<file path="src/rtl/aquila_amo_pkg.sv">
// aquila_amo_pkg: funct5 encodings, FSM states and helpers shared by the AMO unit
package aquila_amo_pkg;
    localparam logic [4:0] F5_ADD  = 5'b00000;
    localparam logic [4:0] F5_SWAP = 5'b00001;
    localparam logic [4:0] F5_LR   = 5'b00010;
    localparam logic [4:0] F5_SC   = 5'b00011;
    localparam logic [4:0] F5_XOR  = 5'b00100;
    localparam logic [4:0] F5_OR   = 5'b01000;
    localparam logic [4:0] F5_AND  = 5'b01100;
    localparam logic [4:0] F5_MIN  = 5'b10000;
    localparam logic [4:0] F5_MAX  = 5'b10100;
    localparam logic [4:0] F5_MINU = 5'b11000;
    localparam logic [4:0] F5_MAXU = 5'b11100;

    typedef enum logic [2:0] {
        S_IDLE, S_RD, S_RD_WAIT, S_WR, S_WR_WAIT, S_DONE
    } amo_state_e;

    // True for read-modify-write atomics; LR, SC and unknown codes never write back
    function automatic logic amo_writes(input logic [4:0] f);
        return f inside {F5_ADD, F5_SWAP, F5_XOR, F5_OR, F5_AND,
                         F5_MIN, F5_MAX, F5_MINU, F5_MAXU};
    endfunction
endpackage

</file>
<file path="src/rtl/amo_alu.sv">
// amo_alu: combinational new-value computation f(old, operand, funct5)
module amo_alu
    import aquila_amo_pkg::*;
#(
    parameter int XLEN = 32
) (
    input  logic [XLEN-1:0] old,
    input  logic [XLEN-1:0] operand,
    input  logic [4:0]      funct5,
    output logic [XLEN-1:0] result
);
    logic lt_s, lt_u;

    assign lt_s = $signed(old) < $signed(operand);
    assign lt_u = old < operand;

    // Select the value to store back; unknown codes return old unchanged
    always_comb begin
        result = old;
        case (funct5)
            F5_SWAP: result = operand;
            F5_ADD:  result = old + operand;
            F5_XOR:  result = old ^ operand;
            F5_AND:  result = old & operand;
            F5_OR:   result = old | operand;
            F5_MIN:  result = lt_s ? old : operand;
            F5_MAX:  result = lt_s ? operand : old;
            F5_MINU: result = lt_u ? old : operand;
            F5_MAXU: result = lt_u ? operand : old;
            default: result = old;
        endcase
    end
endmodule

</file>
<file path="src/rtl/amo_exec_unit.sv">
// amo_exec_unit: executes loads, stores, LR/SC and AMOs against memory with per-core reservations
`ifndef CORE_NUMS
`define CORE_NUMS 4
`endif
module amo_exec_unit
    import aquila_amo_pkg::*;
#(
    parameter int XLEN           = 32,
    parameter int CORE_NUMS      = `CORE_NUMS,
    parameter int CORE_NUMS_BITS = (CORE_NUMS == 1) ? 1 : $clog2(CORE_NUMS)
) (
    input  logic                      clk_i,
    input  logic                      rst_i,
    input  logic [CORE_NUMS_BITS-1:0] AMO_id_i,
    input  logic                      AMO_strobe_i,
    input  logic [XLEN-1:0]           AMO_addr_i,
    input  logic                      AMO_rw_i,
    input  logic [XLEN-1:0]           AMO_data_i,
    input  logic                      AMO_is_amo_i,
    input  logic [4:0]                AMO_amo_type_i,
    output logic                      AMO_data_ready_o,
    output logic [XLEN-1:0]           AMO_data_o,
    output logic                      M_strobe_o,
    output logic [XLEN-1:0]           M_addr_o,
    output logic                      M_rw_o,
    output logic [XLEN-1:0]           M_data_o,
    input  logic [XLEN-1:0]           M_data_i,
    input  logic                      M_ready_i,
    input  logic                      inv_strobe_i,
    input  logic [XLEN-1:0]           inv_addr_i
);
    amo_state_e                state;
    logic [CORE_NUMS_BITS-1:0] id_q;
    logic [XLEN-1:0]           data_q;
    logic [4:0]                type_q;
    logic                      rw_q, amo_q;
    logic [CORE_NUMS-1:0]      rsv_valid;
    logic [XLEN-1:0]           rsv_word [CORE_NUMS];
    logic [XLEN-1:0]           alu_out, cur_word, inv_word;
    logic                      is_sc, is_lr, need_read, inv_hit, sc_ok, lr_set, wr_done, sc_clr;

    // Words are compared as address >> 2 so the byte offset never matters
    assign cur_word  = M_addr_o >> 2;
    assign inv_word  = inv_addr_i >> 2;
    assign is_sc     = amo_q && type_q == F5_SC;
    assign is_lr     = amo_q && type_q == F5_LR;
    assign need_read = amo_q ? !is_sc : !rw_q;
    assign inv_hit   = inv_strobe_i && inv_word == cur_word;
    assign sc_ok     = rsv_valid[id_q] && rsv_word[id_q] == cur_word && !inv_hit;
    assign lr_set    = state == S_RD_WAIT && M_ready_i && is_lr;
    assign wr_done   = state == S_WR_WAIT && M_ready_i;
    assign sc_clr    = state == S_RD && is_sc;

    assign M_strobe_o       = (state == S_RD && need_read) || state == S_WR;
    assign AMO_data_ready_o = state == S_DONE;

    amo_alu #(.XLEN(XLEN)) u_alu (
        .old     (M_data_i),
        .operand (data_q),
        .funct5  (type_q),
        .result  (alu_out)
    );

    // Request sequencing: S_RD either reads or, for stores and SC, decides the write directly
    always_ff @(posedge clk_i) begin
        if (rst_i) begin
            state      <= S_IDLE;
            id_q       <= '0;
            data_q     <= '0;
            type_q     <= '0;
            rw_q       <= 1'b0;
            amo_q      <= 1'b0;
            M_addr_o   <= '0;
            M_rw_o     <= 1'b0;
            M_data_o   <= '0;
            AMO_data_o <= '0;
        end else begin
            case (state)
                S_IDLE: if (AMO_strobe_i) begin
                    state    <= S_RD;
                    id_q     <= AMO_id_i;
                    data_q   <= AMO_data_i;
                    type_q   <= AMO_amo_type_i;
                    rw_q     <= AMO_rw_i;
                    amo_q    <= AMO_is_amo_i;
                    M_addr_o <= AMO_addr_i;
                    M_rw_o   <= 1'b0;
                end
                S_RD: begin
                    state      <= need_read ? S_RD_WAIT : (is_sc && !sc_ok) ? S_DONE : S_WR;
                    M_rw_o     <= !need_read && (!is_sc || sc_ok);
                    M_data_o   <= data_q;
                    AMO_data_o <= {{(XLEN-1){1'b0}}, is_sc && !sc_ok};
                end
                S_RD_WAIT: if (M_ready_i) begin
                    state      <= (amo_q && amo_writes(type_q)) ? S_WR : S_DONE;
                    M_rw_o     <= amo_q && amo_writes(type_q);
                    M_data_o   <= alu_out;
                    AMO_data_o <= M_data_i;
                end
                S_WR:      state <= S_WR_WAIT;
                S_WR_WAIT: if (M_ready_i) state <= S_DONE;
                S_DONE:    state <= S_IDLE;
                default:   state <= S_IDLE;
            endcase
        end
    end

    // Reservations: LR sets (unless invalidated the same cycle); SC, own writes and snoops clear
    always_ff @(posedge clk_i) begin
        if (rst_i) begin
            rsv_valid <= '0;
        end else begin
            for (int i = 0; i < CORE_NUMS; i++) begin
                if (lr_set && id_q == CORE_NUMS_BITS'(i)) begin
                    rsv_valid[i] <= !inv_hit;
                    rsv_word[i]  <= cur_word;
                end else if ((inv_strobe_i && rsv_word[i] == inv_word) ||
                             (wr_done && rsv_word[i] == cur_word) ||
                             (sc_clr && id_q == CORE_NUMS_BITS'(i))) begin
                    rsv_valid[i] <= 1'b0;
                end
            end
        end
    end
endmodule

</file>
<file path="config.mk">
export PLATFORM = sky130hd
export DESIGN_NAME = amo_exec_unit
export DESIGN_NICKNAME = d
export VERILOG_FILES = /design/src/rtl/aquila_amo_pkg.sv /design/src/rtl/amo_alu.sv /design/src/rtl/amo_exec_unit.sv
export SDC_FILE = /design/constraint.sdc
export NUM_CORES = 1
export LEC_CHECK = 0
export ABC_AREA = 0
export CORE_UTILIZATION = 57
export CTS_CLUSTER_DIAMETER = 200
export DETAILED_ROUTE_END_ITERATION = 12
export GPL_TIMING_DRIVEN = 0
export PLACE_DENSITY = 0.8
export SYNTH_ARGS = -nofsm -noshare
export SYNTH_HDL_FRONTEND = slang
export SYNTH_HIERARCHICAL = 1
export SYNTH_SLANG_ARGS = --single-unit
</file>
<file path="constraint.sdc">
create_clock -name clk_i -period 4.4 [get_ports clk_i]
set_input_delay 0.44 -clock clk_i [delete_from_list [all_inputs] [get_ports clk_i]]
set_output_delay 0.44 -clock clk_i [all_outputs]
set_load 0.05 [all_outputs]
</file>
==> run_results.csv <==
group,metric,value,unit
sta,max_clock_freq,224,MHz
die,die_w,182,um
clock_tree,cts_hold_buf,0,
die,core_area,31700,um2
placement,place_inst,2668,
finish,nets,2538,
clock_tree,tritoncts,"built",
setup_path,required,4870,ps
die,dieArea,33100,um2
yosys,netlist.area_leader.share,19.6,%
sta,report.final.slew_viol_count,8,
hold_path,hp-class,"primary input to register",
die,fp-row-count,65,
clock_tree,clk_path_buf_depth,3,
clock_tree,cts_buffers,29,
finish,fin_util,70.3,%
yosys,synth_cell_type_count,89,
setup_path,cp_data_arrival_time,4930,ps
yosys,ys.flop_type,"dfxtp_1",
yosys,synth-edff-count,120,
finish,layout_commonest_cell,"nand2_1",
sta,hold-worst-slack,414,ps
setup_path,crit_top_cell,"clkbuf_1",
global_route,grt_pass1_vias,17700,
pwr,vdd_drop_max,0.000323,V
sta,hold_viol_final,0,
finish,layout_common_cells,"240 x nand2_1, 228 x xnor2_1, 207 x clkdlybuf4s50_1",
run_status,status,"finished with violations",
placement,post-dp-hpwl,56.7,mm
clock_tree,clockRootBuffer,"clkbuf_16",
placement,port_buffers,207,
global_route,grt_pass1_wl,107,mm
drt,drcViolationCount,0,
finish,area_growth,21.0,%
yosys,synth_cells,2050,
setup_path,cpPeakStageDelay,860,ps
yosys,yosys-top-cells-area,"edfxtp_1 20%, dfxtp_1 16%, xnor2_1 11%, ha_1 6.5%, a21oi_1 5.5%",
sta,slew_headroom,-0.618,%
finish,fill_cells,2472,
yosys,syn_nets,2289,
clock_tree,cts.sinks,267,
pwr,p_leak,7.86,nW
drt,wl_per_cell,27.3,um
drt,viasPerCell,6.54,
setup_path,path_class,"register to register",
clock_tree,clock_latency,570,ps
sta,fin_setup_tns,-73.6,ps
yosys,synth_area_leader_cell,"edfxtp_1",
yosys,synth_area,18400,um2
yosys,ys_ff_latch,267,
die,initial_core_util,58.1,%
setup_path,slowest_stage,"nor3b_1",
yosys,syn-mean-instance-area,8.99,um2
run_status,violations,"capacitance limit, slew limit, setup timing",
die,dieHeight,182,um
global_route,grt_start_max_net_pins,19,
setup_path,ff2ff_setup_slack,-60,ps
yosys,async_flop_share,0,%
clock_tree,cts_htree_levels,1,
drt,dr.pass1.iters,6,
drt,via_count,17800,
drt,drt_wl_total,74.3,mm
sta,fin_crit,4460,ps
setup_path,crit_chain,"clkbuf_1, nor2_1, nand2_1, nor3b_1, clkbuf_1, clkbuf_1, nand2_1, o211ai_1, o32ai_1, o21ai_0, mux2i_1, a211oi_1",
placement,globalplace.congestion,1.08,
pwr,power_density,357,nW/um2
finish,layout-drive-gt1-share,7.28,%
drt,detail-route-antenna-nets,0,
sta,layout_setup_ws,-57.4,ps
finish,final_cells,2724,
setup_path,cp-start-kind,"register",
global_route,globalRouteTotalUtil,44.0,%
sta,min_period_over_period,101,%
setup_path,end_kind,"register",
setup_path,cp_max_fo,10,
clock_tree,clk_transition_reported_paths,60,ps
run,drv_cap,1,
yosys,ys_seq_area_share,35.5,%
yosys,yosysWarnings,6,
die,ios,241,
global_route,antenna_found_initial,2,
global_route,overflow,0,
sta,clock_skew,22.8,ps
pwr,power.total,7.95,mW
sta,final-setup-viol-count,2,
sta,worst_pin_slew,1510,ps
drt,first_iter_violations,1862,
==> worst paths after layout <==
check | startpoint | to | depth (start not counted)
setup / recovery | type_q[1]$_SDFFE_PP0P_ | M_data_o[21]$_SDFFE_PP0P_ | 12
hold / removal | AMO_data_i[21] | data_q[21]$_SDFFE_PP0P_ | 3
setup reg to reg | type_q[1]$_SDFFE_PP0P_ | M_data_o[21]$_SDFFE_PP0P_ | 12
hold reg to reg | AMO_data_o[10]$_SDFFE_PP0P_ | AMO_data_o[10]$_SDFFE_PP0P_ | 2
==> cell usage after synthesis, types with 4 or more instances <==
master       n
nand2_1    240
xnor2_1    228
a21oi_1    201
dfxtp_1    147
edfxtp_1   120
clkbuf_1   108
nor2_1      99
ha_1        96
inv_1       88
xor2_1      84
nand4_1     69
o21ai_0     57
mux2i_1     53
nand3_1     47
a211oi_1    43
nor4_1      35
buf_2       30
nor3_1      22
mux4_2      20
a221oi_1    19
a21o_1      18
a31oi_1     15
nand2b_1    12
and3_1      10
buf_6       10
o211ai_1    10
nor2b_1      9
o2111ai_1    8
o22ai_1      8
a22oi_1      7
and2_1       7
o21bai_1     7
o31ai_1      7
buf_1        6
buf_4        6
o21a_1       6
a32oi_1      5
a311oi_1     4
o221ai_1     4
or3_1        4
or4_1        4
==> cell type report <==
cell class	count	area (um2)	share of cell area (%)
Inverter	88	330	1.48
Clock buffer	38	832	3.73
Clock inverter	14	200	0.898
Multi-Input combinational cell	1535	10900	48.9
Antenna cell	2	5.00	0.0224
Timing Repair Buffer	220	2250	10.1
Sequential cell	267	6550	29.4
Tap cell	402	503	2.26
Buffer	158	729	3.27
==> per-layer routing <==
metal	global-route usage (%)	vias up	part of all wire [%]
met5	0	-	0
met4	37.7	0	9.8
met3	8.54	363	8.8
met2	75.5	1184	48
met1	46.7	8477	34
li1	-	7793	-
==> cell families after synthesis <==
| group | synth area share, % |
|---|---|
| flip-flops | 35.5 |
| multiplexers | 5.57 |
| adder cells (fa/ha/maj) | 6.63 |
| AO/OA/AOI/OAI | 16.3 |
| AND/OR/NAND/NOR | 14.9 |
| XOR/XNOR | 15.4 |
| buffers and inverters | 5.78 |
==> stage by stage <==
step	setup slack, ps	area [um2]
2_1_floorplan	655	18400
3_5_place_dp	-955	21200
3_3_place_gp	-1600	21000
4_1_cts	2.26	22200
5_1_grt	-3.29	22300
6_report	-57.4	22300
==> flip-flops by register name, indices dropped and copies added, names as in the netlist, 2 cells and up, named ones only <==
name and count:
rsv_valid 4, M_addr_o 32, state 3, type_q 5
rsv_word 120, AMO_data_o 32, id_q 2, data_q 32
M_data_o 32
==> worst max-delay path, delay by kind of cell (launching register included) <==
kind	cells	cell delay (ps)
buffers and inverters	3	1750
multiplexers	1	130
AND/OR/NAND/NOR	4	1390
AO/OA/AOI/OAI	4	700
flip-flops	1	370
==> what timing repair did <==
item                       CTS  global route
pin swaps                    0             1
gates resized for setup      4             7
buffers inserted             0             4
setup endpoints to repair   16            25
==> power breakdown <==
group          internal (mW)  switching, mW  total, mW
Sequential              2.70          0.119       2.82
Combinational          0.863           1.60       2.46
Clock                   1.62           1.06       2.67
No activity file was read; power rests on OpenSTA's default activity.
